===== src/rtl/alu_pkg.sv =====
// Shared ALU definitions: control codes, ALUOp encodings and the
// multiply sequencer state type.
package alu_pkg;

    // ALU control codes from the ALU control decoder
    localparam logic [3:0] AND_OP = 4'd0;
    localparam logic [3:0] OR_OP  = 4'd1;
    localparam logic [3:0] ADD_OP = 4'd2;
    localparam logic [3:0] SLL_OP = 4'd3;
    localparam logic [3:0] SRL_OP = 4'd4;
    localparam logic [3:0] SUB_OP = 4'd6;
    localparam logic [3:0] SLT_OP = 4'd7;
    localparam logic [3:0] MUL_OP = 4'd8;

    // ALUOp codes from the main decoder
    localparam logic [1:0] ADD    = 2'b00;
    localparam logic [1:0] SUB    = 2'b01;
    localparam logic [1:0] R_TYPE = 2'b10;

    typedef enum logic [1:0] {
        IDLE = 2'd0,
        RUN  = 2'd1,
        DONE = 2'd2
    } mul_state_e;

endpackage


===== src/rtl/mul_sequencer.sv =====
// Iterative radix-2 shift-add multiplier for the EX stage. Holds the
// pipeline for a fixed DATA_W iterations, then presents the low product.
module mul_sequencer
    import alu_pkg::*;
#(
    parameter int DATA_W = 64,
    parameter int CNT_W  = $clog2(DATA_W)
) (
    input  logic              clk,
    input  logic              arst,
    input  logic              start,
    input  logic [3:0]        alu_control,
    input  logic [DATA_W-1:0] operand_a,
    input  logic [DATA_W-1:0] operand_b,
    input  logic              flush,
    output logic              stall,
    output logic              busy,
    output logic              done,
    output logic [DATA_W-1:0] result
);

    localparam logic [CNT_W-1:0] LAST_CNT = CNT_W'(DATA_W - 1);

    mul_state_e        state, state_n;
    logic [DATA_W-1:0] mcand, mplier, acc, acc_sum;
    logic [CNT_W-1:0]  cnt;
    logic              is_mul, accept, last;

    assign is_mul  = start && (alu_control == MUL_OP);
    assign acc_sum = acc + (mplier[0] ? mcand : '0);

    // Combinational so the pipeline freezes in the acceptance cycle; forced
    // low during reset so every output reads as idle immediately.
    assign stall = !arst && (((state == IDLE) && is_mul) || (state == RUN));

    always_comb begin
        state_n = state;
        accept  = 1'b0;
        last    = 1'b0;
        if (flush) begin
            state_n = IDLE;
        end else begin
            unique case (state)
                IDLE: if (is_mul) begin
                    accept  = 1'b1;
                    state_n = RUN;
                end
                RUN: if (cnt == LAST_CNT) begin
                    last    = 1'b1;
                    state_n = DONE;
                end
                DONE:    state_n = IDLE;
                default: state_n = IDLE;
            endcase
        end
    end

    always_ff @(posedge clk or posedge arst) begin
        if (arst) begin
            state  <= IDLE;
            busy   <= 1'b0;
            done   <= 1'b0;
            result <= '0;
            acc    <= '0;
            cnt    <= '0;
            mcand  <= '0;
            mplier <= '0;
        end else begin
            state <= state_n;
            busy  <= (state_n == RUN);
            done  <= (state_n == DONE);
            if (accept) begin
                mcand  <= operand_a;
                mplier <= operand_b;
                acc    <= '0;
                cnt    <= '0;
            end else if ((state == RUN) && !flush) begin
                acc    <= acc_sum;
                mcand  <= mcand << 1;
                mplier <= mplier >> 1;
                cnt    <= cnt + 1'b1;
            end
            // Final iteration's sum goes straight to result
            if (last)
                result <= acc_sum;
        end
    end

endmodule

===== config.mk =====
export PLATFORM = sky130hd
export DESIGN_NAME = mul_sequencer
export DESIGN_NICKNAME = d
export VERILOG_FILES = /design/src/rtl/alu_pkg.sv /design/src/rtl/mul_sequencer.sv
export SDC_FILE = /design/constraint.sdc
export NUM_CORES = 1
export LEC_CHECK = 0
export ABC_AREA = 1
export ABC_CLOCK_PERIOD_IN_PS = 9000
export BUFFER_PORTS_ARGS = -buffer_cell sky130_fd_sc_hd__buf_2
export CORE_ASPECT_RATIO = 0.7
export CORE_MARGIN = 2
export CORE_UTILIZATION = 45
export DETAILED_ROUTE_END_ITERATION = 7
export GPL_TIMING_DRIVEN = 0
export PLACE_DENSITY_LB_ADDON = 0.12
export SYNTH_ARGS = -nofsm -noshare
export SYNTH_HDL_FRONTEND = slang
export SYNTH_SLANG_ARGS = --single-unit

===== constraint.sdc =====
create_clock -name clk -period 9 [get_ports clk]
set_clock_uncertainty 0.2 [all_clocks]
set_input_delay 0.9 -clock clk [delete_from_list [all_inputs] [get_ports clk]]
set_output_delay 0.9 -clock clk [all_outputs]
set_load 0.1 [all_outputs]

==> summary.md <==
| Metric | Value |
|---|---|
| Status | finished, final reports clean |
| RSZ-0062 raised after global routing | false |
| Final min period | between 4 and 5 ns |
| Main synth FF type | dfrtp_1 |
| MaxCap Viol Count | 0 |
| Synth Area in XOR/XNOR | ~1.6% |
| Die W | 235.7 um |
| Critical Path Source | mplier[0] |
| Hold-fix buffers, CTS | 0 |
| Setup TNS Final | 0 ns |
| Critical path required time | ~9.3 ns |
| H-tree levels | 1 |
| Top cell by count, worst path | nand2_1 |
| Top post-synthesis cells by count | 993 x nand2_1, 501 x inv_1, 266 x dfrtp_1 |
| Worst skew pair latency | 0.61 ns |
| First-pass GRT wire length | between 80 and 90 mm |
| Worst path top cell family by delay | buffers and inverters |
| #FFs+latches synth | between 200 and 300 |
| GRT Util Overall | between 20 and 30% |
| Synth async-reset ratio | 100.0% |
| CTS Buf Count | 28 |
| Synth Cell Area | 0.01691 sq mm |
| Worst Hold Class | in2async |
| Arr. time, crit path | ~4.6 ns |
| Post-synth top area share | 39.37% |
| DP Area | approximately 0.019 sq mm |
| Mux contribution to synthesized area | 0% |
| Seq/Total Area, Yosys | between 30% and 40% |
| Io pins | around 200 |
| Grt total ovfl | 0 |
| CTS root buf | clkbuf_16 |
| Layout cells sized above 1 | around an eighth |
| Routed WL per cell | 17.88 um |
| CP Cell Sequence | clkbuf_1, clkbuf_1, nand2_1, inv_1, ha_1, nand2_1, inv_1, a21oi_1, nor2_1, nor2_1, nand2_1, a21oi_1, nand3_1, nand3_1, nand2_1 |
| Main combinational cell family by area after synthesis | simple AND/OR/NAND/NOR gates |
| Slew HR | between 30% and 40% |
| Final net count | slightly below 3000 |
| Post-Layout Inst Area | between 0.015 and 0.02 sq mm |
| Port buffer count | 202 |
| Least-Margin Pin Slew | a little over 1 ns |
| First DRT Iteration DRCs | ~1300 |
| Area of the core | 0.03706 sq mm |
| Worst path slowest cell | clkbuf_1 |
| Vias in the first global route | approximately 15000 |
| Adder-cell share of the synthesized area | 4.855% |
| Clock Path Buffers | 3 |
| Cts repair resizes | 0 |
| Setup violators final | 0 |
| Sink Count | between 200 and 300 |
| Hold WS | between 0.1 and 0.15 ns |
| Most common cell in the netlist | nand2_1 |
| Area leader, netlist | dfrtp_1 |
| DR vias/cell | around 5.0 |
| Simple-Gate Fraction of Synth Area | a little under a third |
| Fmax | between 0.2 and 0.25 GHz |
| Post-Route WL | just under 60 mm |
| Cell count after synthesis | roughly 2500 |
| DIE AREA | approximately 0.039 sq mm |
| Net Count, Synth | roughly 2700 |
| Layout area overhead | 16.12% |
| Largest stage delay, worst path | approximately 0.77 ns |
| Synth area leaders | dfrtp_1 39%, nand2_1 22%, inv_1 11% |
| Yosys cell types | 38 |
| DRT Pass-1 Iters | 6 |
| Drt drc | 0 |
| Routed Antenna Nets | 0 |
| Pwr/cell area | 207.7 mW/mm^2 |
| Initial antenna violation count | 9 |
| DP Wirelength | roughly 46 mm |
| R2R Path Start | mplier[0] |
| Non-Filler Instances | approximately 3200 |
| Synth Area in Compound Gates | around 10% |
| GP Congestion | 0.9703 |
| CTS tree | yes |
| Setup bufs post-CTS | 0 |
| Peak supply drop | ~0.00016 V |
| Tcrit/Tclk final | roughly half |
| Avg Cell Area, Syn | between 6 and 7 sq um |
| Crit-path max FO | 10 |
| Setup CP Type | reg2reg |
| Fin. max-slew vios | 0 |
| CP Launch Type | flip-flop |
| Largest net degree at the start of global routing | about 100 |
| Vias | approximately 16000 |
| CP Capture Type | flip-flop |
| Leak | about 12 nW |
| Critical path buffers and inverters | 4 |
| Placed Cells | between 3000 and 4000 |
| Std-Cell Rows | about 60 |
| Final Hold Viols | 0 |
| Yosys warnings | 0 |
| EDFF count, synth | 0 |
| Starting density of the core | roughly 46% |
| Reg clk slew, reported paths | 0.07 ns |
| Die Y | roughly 170 um |
==> per-stage QoR <==
stage / total power [mW] / worst slack [ns] / util, %
3_3_place_gp: 2.764 / -2.761 / 50.00
2_1_floorplan: 2.439 / 0.5747 / -
3_5_place_dp: 2.793 / 4.963 / 50.17
5_1_grt: 4.338 / 4.526 / 52.94
6_report: 4.078 / 4.643 / 52.97
4_1_cts: 4.091 / 4.947 / 52.92
==> cells in the final DEF (no fill, tap or decap), types with 8 or more instances in the layout <==
master and count:
nor2_2 11, o221ai_1 124, xnor2_1 23, nand2_1 993, clkbuf_1 42, clkbuf_16 28
buf_2 230, a21oi_1 45, o21ai_0 43, diode_2 8, nor2_1 110, inv_1 500
ha_1 64, o21ai_1 17, nand3b_1 8, nand2_2 10, nand3_1 119, dfrtp_1 266
nand4_1 11, nor3_1 11
==> where the power goes <==
part	switching (mW)	internal, mW
Clock	0.533	0.752
Sequential	0.129	1.46
Combinational	0.772	0.427
Total	1.43	2.64
==> final cells by class <==
class	count	area (sq um)
Buffer	77	376.6
Antenna cell	8	20.02
Multi-Input combinational cell	1619	7948
Sequential cell	266	6656
Timing Repair Buffer	204	1066
Tap cell	488	610.6
Clock buffer	39	812.0
Clock inverter	13	209.0
Inverter	513	1933
Fill cell	3846	17430
==> flip-flops by register name, summed over array words and instances, names as in the netlist <==
name / cells
result: 64
acc: 64
mplier: 64
mcand: 64
done: 1
state: 2
cnt: 6
busy: 1
==> routing by layer <==
| layer | wire length, um | global-route usage (%) | vias to the layer above |
|---|---|---|---|
| li1 | - | - | 8147 |
| met1 | 29810 | 47.42 | 7540 |
| met2 | 21670 | 39.67 | 486 |
| met3 | 5062 | 7.463 | 65 |
| met4 | 1110 | 5.456 | 6 |
| met5 | 36 | 0 | - |
==> worst paths after layout <==
check                              to  slack (ns)  cells past startpoint
min in group clk           result[37]        0.27                      2
max reg2reg                result[56]        4.64                     15
min                        mplier[59]        0.14                      2
max in group asynchronous  result[36]        7.10                      4
max                        result[56]        4.64                     15
min reg2reg                result[37]        0.27                      2
==> cells by family after synthesis <==
| group | Yosys count |
|---|---|
| AND/OR/NAND/NOR | 1289 |
| buffers and inverters | 590 |
| flip-flops | 266 |
| AO/OA/AOI/OAI | 235 |
| adder cells (fa/ha/maj) | 65 |
| XOR/XNOR | 30 |
No activity file was read; power rests on OpenSTA's default activity.
